**src/rtl/wb_pkg.sv**
```systemverilog
// Shared types and constants for the register-file writeback controller.
// Data and address widths here must match the reg_wb_ctrl parameters.
package wb_pkg;

    localparam int unsigned WB_ADDR_W = 5;
    localparam int unsigned WB_DATA_W = 32;

    localparam logic [WB_ADDR_W-1:0] REG_ZERO = '0;

    typedef struct packed {
        logic                 valid;
        logic [WB_ADDR_W-1:0] addr;
        logic [WB_DATA_W-1:0] data;
    } wb_req_t;

endpackage

```
**src/rtl/wb_fifo.sv**
```systemverilog
// Circular buffer of secondary writeback requests with per-entry valid bits,
// so queued entries can be killed by destination address. WB_PENDING_EN exposes the entries.
module wb_fifo
    import wb_pkg::*;
#(
    parameter int unsigned DEPTH = 4
) (
    input  logic                              clk,
    input  logic                              reset,
    input  logic                              push_i,
    input  wb_req_t                           push_req_i,
    input  logic                              pop_i,
    input  logic                              kill_en_i,
    input  logic [WB_ADDR_W-1:0]              kill_addr_i,
    output wb_req_t                           head_o,
    output logic [$clog2(DEPTH):0]            count_o
`ifdef WB_PENDING_EN
    ,
    output logic [DEPTH-1:0]                  ent_valid_o,
    output logic [DEPTH-1:0][WB_ADDR_W-1:0]   ent_addr_o
`endif
);

    localparam int unsigned PTR_W = $clog2(DEPTH);
    localparam int unsigned CNT_W = PTR_W + 1;

    logic [DEPTH-1:0]                valid_q, valid_d;
    logic [DEPTH-1:0][WB_ADDR_W-1:0] addr_q, addr_d;
    logic [WB_DATA_W-1:0]            data_q [DEPTH];
    logic [WB_DATA_W-1:0]            data_d [DEPTH];
    logic [PTR_W-1:0]                rptr_q, rptr_d;
    logic [PTR_W-1:0]                wptr_q, wptr_d;
    logic [CNT_W-1:0]                count_q, count_d;

    always_comb begin
        valid_d = valid_q;
        addr_d  = addr_q;
        data_d  = data_q;
        rptr_d  = rptr_q;
        wptr_d  = wptr_q;
        count_d = count_q;

        // Kill sees only entries stored before this cycle; a same-cycle push stays live.
        if (kill_en_i) begin
            for (int unsigned i = 0; i < DEPTH; i++) begin
                if (valid_q[i] && (addr_q[i] == kill_addr_i)) begin
                    valid_d[i] = 1'b0;
                end
            end
        end

        if (pop_i) begin
            valid_d[rptr_q] = 1'b0;
            rptr_d          = rptr_q + PTR_W'(1);
        end

        if (push_i) begin
            valid_d[wptr_q] = push_req_i.valid;
            addr_d[wptr_q]  = push_req_i.addr;
            data_d[wptr_q]  = push_req_i.data;
            wptr_d          = wptr_q + PTR_W'(1);
        end

        case ({push_i, pop_i})
            2'b10:   count_d = count_q + CNT_W'(1);
            2'b01:   count_d = count_q - CNT_W'(1);
            default: count_d = count_q;
        endcase
    end

    always_ff @(posedge clk or posedge reset) begin
        if (reset) begin
            valid_q <= '0;
            addr_q  <= '0;
            rptr_q  <= '0;
            wptr_q  <= '0;
            count_q <= '0;
        end else begin
            valid_q <= valid_d;
            addr_q  <= addr_d;
            rptr_q  <= rptr_d;
            wptr_q  <= wptr_d;
            count_q <= count_d;
        end
    end

    // Payload needs no reset: it is only consumed behind a valid bit.
    always_ff @(posedge clk) begin
        data_q <= data_d;
    end

    always_comb begin
        head_o.valid = valid_q[rptr_q];
        head_o.addr  = addr_q[rptr_q];
        head_o.data  = data_q[rptr_q];
    end

    assign count_o = count_q;

`ifdef WB_PENDING_EN
    assign ent_valid_o = valid_q;
    assign ent_addr_o  = addr_q;
`endif

endmodule

```
**src/rtl/reg_wb_ctrl.sv**
```systemverilog
// Register-file write-port arbiter: main pipeline first, then queued secondary writes.
// WB_PENDING_EN adds chk_addr1/2 -> pend_hit1/2 outstanding-write lookups.
module reg_wb_ctrl
    import wb_pkg::*;
#(
    parameter int unsigned DEPTH  = 4,
    parameter int unsigned DATA_W = WB_DATA_W,
    parameter int unsigned ADDR_W = WB_ADDR_W
) (
    input  logic              clk,
    input  logic              reset,
    input  logic              pipe_valid,
    input  logic [ADDR_W-1:0] pipe_addr,
    input  logic [DATA_W-1:0] pipe_data,
    input  logic              sec_valid,
    output logic              sec_ready,
    input  logic [ADDR_W-1:0] sec_addr,
    input  logic [DATA_W-1:0] sec_data,
    output logic              write_en,
    output logic [ADDR_W-1:0] wr_addr,
    output logic [DATA_W-1:0] wr_data,
`ifdef WB_PENDING_EN
    input  logic [ADDR_W-1:0] chk_addr1,
    input  logic [ADDR_W-1:0] chk_addr2,
    output logic              pend_hit1,
    output logic              pend_hit2,
`endif
    output logic              idle
);

    localparam int unsigned        CNT_W    = $clog2(DEPTH) + 1;
    localparam logic [CNT_W-1:0]   FULL_CNT = CNT_W'(DEPTH);

    logic              write_en_q, write_en_d;
    logic [ADDR_W-1:0] wr_addr_q, wr_addr_d;
    logic [DATA_W-1:0] wr_data_q, wr_data_d;

    logic              pipe_hit;
    logic              fifo_empty;
    logic              fifo_push;
    logic              fifo_pop;
    wb_req_t           push_req;
    wb_req_t           head;
    logic [CNT_W-1:0]  count;

`ifdef WB_PENDING_EN
    logic [DEPTH-1:0]                ent_valid;
    logic [DEPTH-1:0][ADDR_W-1:0]    ent_addr;
`endif

    assign pipe_hit   = pipe_valid && (pipe_addr != REG_ZERO);
    assign fifo_empty = (count == '0);
    assign sec_ready  = (count < FULL_CNT);
    // r0 requests complete the handshake but are never queued.
    assign fifo_push  = sec_valid && sec_ready && (sec_addr != REG_ZERO);
    assign fifo_pop   = !pipe_hit && !fifo_empty;

    always_comb begin
        push_req.valid = 1'b1;
        push_req.addr  = sec_addr;
        push_req.data  = sec_data;
    end

    wb_fifo #(
        .DEPTH (DEPTH)
    ) u_fifo (
        .clk         (clk),
        .reset       (reset),
        .push_i      (fifo_push),
        .push_req_i  (push_req),
        .pop_i       (fifo_pop),
        .kill_en_i   (pipe_hit),
        .kill_addr_i (pipe_addr),
        .head_o      (head),
        .count_o     (count)
`ifdef WB_PENDING_EN
        ,
        .ent_valid_o (ent_valid),
        .ent_addr_o  (ent_addr)
`endif
    );

    // A killed head is still popped, but its slot issues no write.
    always_comb begin
        write_en_d = 1'b0;
        wr_addr_d  = wr_addr_q;
        wr_data_d  = wr_data_q;
        if (pipe_hit) begin
            write_en_d = 1'b1;
            wr_addr_d  = pipe_addr;
            wr_data_d  = pipe_data;
        end else if (fifo_pop && head.valid) begin
            write_en_d = 1'b1;
            wr_addr_d  = head.addr;
            wr_data_d  = head.data;
        end
    end

    always_ff @(posedge clk or posedge reset) begin
        if (reset) begin
            write_en_q <= 1'b0;
            wr_addr_q  <= '0;
            wr_data_q  <= '0;
        end else begin
            write_en_q <= write_en_d;
            wr_addr_q  <= wr_addr_d;
            wr_data_q  <= wr_data_d;
        end
    end

    assign write_en = write_en_q;
    assign wr_addr  = wr_addr_q;
    assign wr_data  = wr_data_q;
    assign idle     = fifo_empty && !write_en_q;

`ifdef WB_PENDING_EN
    function automatic logic pend_match(
        input logic [ADDR_W-1:0]             chk,
        input logic [DEPTH-1:0]              ev,
        input logic [DEPTH-1:0][ADDR_W-1:0]  ea,
        input logic                          we,
        input logic [ADDR_W-1:0]             wa
    );
        logic hit;
        hit = we && (wa == chk);
        for (int unsigned i = 0; i < DEPTH; i++) begin
            if (ev[i] && (ea[i] == chk)) begin
                hit = 1'b1;
            end
        end
        return hit && (chk != REG_ZERO);
    endfunction

    assign pend_hit1 = pend_match(chk_addr1, ent_valid, ent_addr, write_en_q, wr_addr_q);
    assign pend_hit2 = pend_match(chk_addr2, ent_valid, ent_addr, write_en_q, wr_addr_q);
`endif

endmodule
```
**config.mk**
```make
export PLATFORM = sky130hd
export DESIGN_NAME = reg_wb_ctrl
export DESIGN_NICKNAME = d
export VERILOG_FILES = /design/src/rtl/wb_pkg.sv /design/src/rtl/wb_fifo.sv /design/src/rtl/reg_wb_ctrl.sv
export SDC_FILE = /design/constraint.sdc
export NUM_CORES = 1
export LEC_CHECK = 0
export ABC_AREA = 1
export BUFFER_PORTS_ARGS = -buffer_cell sky130_fd_sc_hd__buf_4
export CAP_MARGIN = 30
export CORE_ASPECT_RATIO = 1.75
export CORE_MARGIN = 1.5
export CORE_UTILIZATION = 44
export DETAILED_ROUTE_END_ITERATION = 12
export PLACE_DENSITY_LB_ADDON = 0.12
export SYNTH_ARGS = -nofsm -noshare
export SYNTH_HDL_FRONTEND = slang
export SYNTH_SLANG_ARGS = --single-unit
```
**constraint.sdc**
```tcl
create_clock -name clk -period 2.3 [get_ports clk]
set_input_delay 0.23 -clock clk [delete_from_list [all_inputs] [get_ports clk]]
set_output_delay 0.23 -clock clk [all_outputs]
set_load 0.01 [all_outputs]
```
==> impl_metrics.json <==
{
  "status": "complete, no violations",
  "num_antenna_cells": 0,
  "clockBufferDepth": 2,
  "num_rows": 68,
  "critPathSlowestCell": "fa_1",
  "antenna_left": 0,
  "final_area_mm2": 0.0109,
  "syn_area_mm2": 0.00892,
  "root_buffer": "clkbuf_16",
  "path_max_fanout": 3,
  "clkTransAtPathRegs_ns": 0.07,
  "crit_path_cell_trace": "inv_1 -> nand3_2 -> nand2_1 -> inv_1 -> ha_1 -> inv_1 -> fa_1 -> a21oi_1 -> o21ai_0 -> xor2_1",
  "postCtsSetupRepairBufs": 0,
  "crit_path_frequent_cell": "inv_1",
  "viasPerCell": 4.93,
  "cts.sinks": 197,
  "drv_slew": 0,
  "crit_path_max_incr_delay_ns": 0.37,
  "grt_pass1_vias": 6360,
  "critical_path.top_delay_family": "adder cells",
  "synth_simple_gate_area_share_pct": 22.6,
  "die_area_mm2": 0.0212,
  "final_core_util_pct": 54.8,
  "fin_setup_tns_ns": 0,
  "nNetsFinal": 1115,
  "synthMuxAreaShare_pct": 0,
  "post-dp-hpwl_um": 12900,
  "end_kind": "flip-flop",
  "synth-compound-area-share_pct": 4.88,
  "final_common_cell": "nand2_1",
  "gp_congestion": 0.785,
  "synth.avg_cell_area_um2": 10.1,
  "fmax_mhz": 552,
  "dr.pass1.iters": 4,
  "num_vias": 6336,
  "synth_nets": 968,
  "tightestPinTransition_ns": 0.561,
  "ys_warn_count": 0,
  "ir_worst_vdd_uv": 766,
  "cp.arrival_ns": 2.13,
  "slew_headroom_pct": 62.6,
  "total_leakage_power_nw": 4.91,
  "coreArea_mm2": 0.0198,
  "rsz0062_at_grt": "no",
  "finalSetupViolations": 0,
  "startpoint_type": "flip-flop",
  "synthCells": 880,
  "chipWidth_um": 111,
  "clock_skew_ns": 0.00966,
  "cts_htree_levels": 4,
  "ys_seq_elements": 197,
  "synth_largest_area_cell": "edfxtp_1",
  "placed_area_mm2": 0.00997,
  "syn_to_final_growth_pct": 21.8,
  "most-common-layout-cells": "370 x nand2_1, 135 x buf_4, 128 x edfxtp_1",
  "drv_cap": 0,
  "drive_gt1_share_pct": 20.1,
  "n_fill_cell": 1825,
  "start_util_pct": 45.0,
  "io_buffers": 117,
  "io_pins": 118,
  "worstPathRequired_ns": 2.62,
  "cts_buffers": 17,
  "insertion_delay_ns": 0.44,
  "synth_adder_area_share_pct": 1.49,
  "grt_util_all_layers_pct": 20.7,
  "wl_um": 21000,
  "cts_tree": "yes",
  "crit_buf_inv": 3,
  "synth_top_area_share_pct": 43.1,
  "grt_overflow_total": 0,
  "critPathKind": "reg2reg",
  "hp-class": "in2reg",
  "period_share_pct": 78.7,
  "grt_max_degree": 68,
  "ys_seq_area_share_pct": 62.5,
  "synth_top_family_by_area": "simple AND/OR/NAND/NOR gates",
  "finalHoldViolations": 0,
  "p_per_area_mw_per_mm2": 1170,
  "grt_antenna_before_repair": 0,
  "drc_errors": 0,
  "synth_cell_types": 27,
  "synth_xor_area_share_pct": 1.18,
  "regArea_mm2": 0.00558,
  "synth_area_leaders": "edfxtp_1 43%, dfrtp_1 19%, nand2_1 16%",
  "multi_input_area_mm2": 0.00269,
  "fp.dieH_um": 191,
  "period_needed_ns": 1.81,
  "drt-initial-drc-count": 288,
  "grt_first_pass_wirelength_um": 33400,
  "post_drt_wl_per_cell_um": 16.4
}
kinds of logic (layout without fill, tap and decap cells):
logic type,Yosys count,count (layout)
compound gates,69,69
buf+inv,116,275
fa+ha+maj,10,10
simple gates,476,476
xor+xnor,12,12
flops,197,197
area by class of cell:
type	instances	area share, %
inverter	70	2.45
sequential	197	51.3
multi-input combinational	567	24.8
clock inverter	11	1.01
tap	245	2.82
timing repair buffer	174	13.5
clock buffer	20	4.11
synthesized netlist by cell type:
cell	instances
dfrtp_1	69
clkbuf_8	4
nor2_2	6
o211ai_1	36
nand3_2	20
nand4_1	1
o21ai_0	30
xnor2_1	5
nand2_1	370
ha_1	9
inv_4	1
a21oi_1	3
xor2_1	7
nand2_2	1
inv_2	3
buf_8	1
buf_6	8
buf_2	19
nor2_1	15
nand2_4	1
fa_1	1
nand3_1	62
clkbuf_1	2
edfxtp_1	128
inv_1	66
buf_4	9
buf_12	3
report_power, final:
group | internal, mW | switching (mW) | leakage, nW | total, mW
registers | 4.71 | 0.495 | 2.01 | 5.20
logic | 1.78 | 2.88 | 2.62 | 4.66
clock network | 1.61 | 1.25 | 0.277 | 2.87
metrics by stage:
step	hold slack (ns)	std cells	setup slack, ns	total power, mW
2_1_floorplan	0.329	880	0.330	8.37
3_3_place_gp	0.185	1220	0.229	9.89
3_5_place_dp	0.192	1220	0.216	9.98
5_1_grt	0.0769	1284	0.270	13.7
6_report	0.0777	1284	0.490	12.7
4_1_cts	0.00414	1283	0.491	12.9
metal layers:
metal  up-vias  track usage [%]  wire length (um)
met5         -                0                 0
met3        27             3.23               670
met1      3023             23.8              8590
met2       128             38.7             11300
met4         0             7.94               420
li1       3158                -                 -
sequential cells by signal, indices dropped and copies added (netlist names):
| register | count |
|---|---|
| u_fifo.data_q | 128 |
| wr_data | 32 |
| u_fifo.addr_q | 20 |
| wr_addr | 5 |
| u_fifo.valid_q | 4 |
| u_fifo.count_o | 3 |
| u_fifo.rptr_q | 2 |
| u_fifo.wptr_q | 2 |
| write_en | 1 |
worst register-to-register path: cells and delay by family (launching register included):
family | cells | cell delay (ns)
adders and majority gates | 2 | 0.53
DFF | 1 | 0.36
xor gates and xnor gates | 1 | 0.15
AOI/OAI and AO/OA | 2 | 0.25
buffers and inverters | 3 | 0.26
and+or+nand+nor | 2 | 0.16
final timing paths:
path | from | slack, ns | depth (start not counted) | to
worst max-delay path | u_fifo.count_o[0] | 0.49 | 10 | u_fifo.count_o[2]
worst min-delay path | pipe_data[2] | 0.08 | 5 | wr_data[2]
worst max register to register | u_fifo.count_o[0] | 0.49 | 10 | u_fifo.count_o[2]
worst min register to register | u_fifo.count_o[0] | 0.47 | 1 | u_fifo.count_o[0]
max in group asynchronous | reset | 1.35 | 4 | wr_data[23]
min in group asynchronous | reset | 0.29 | 3 | u_fifo.addr_q[15]
timing repair:
action,in CTS,in global routing
hold buffers,32,1
hold endpoints to repair,137,4
resized for setup,0,0
No activity file was read; power rests on OpenSTA's default activity.
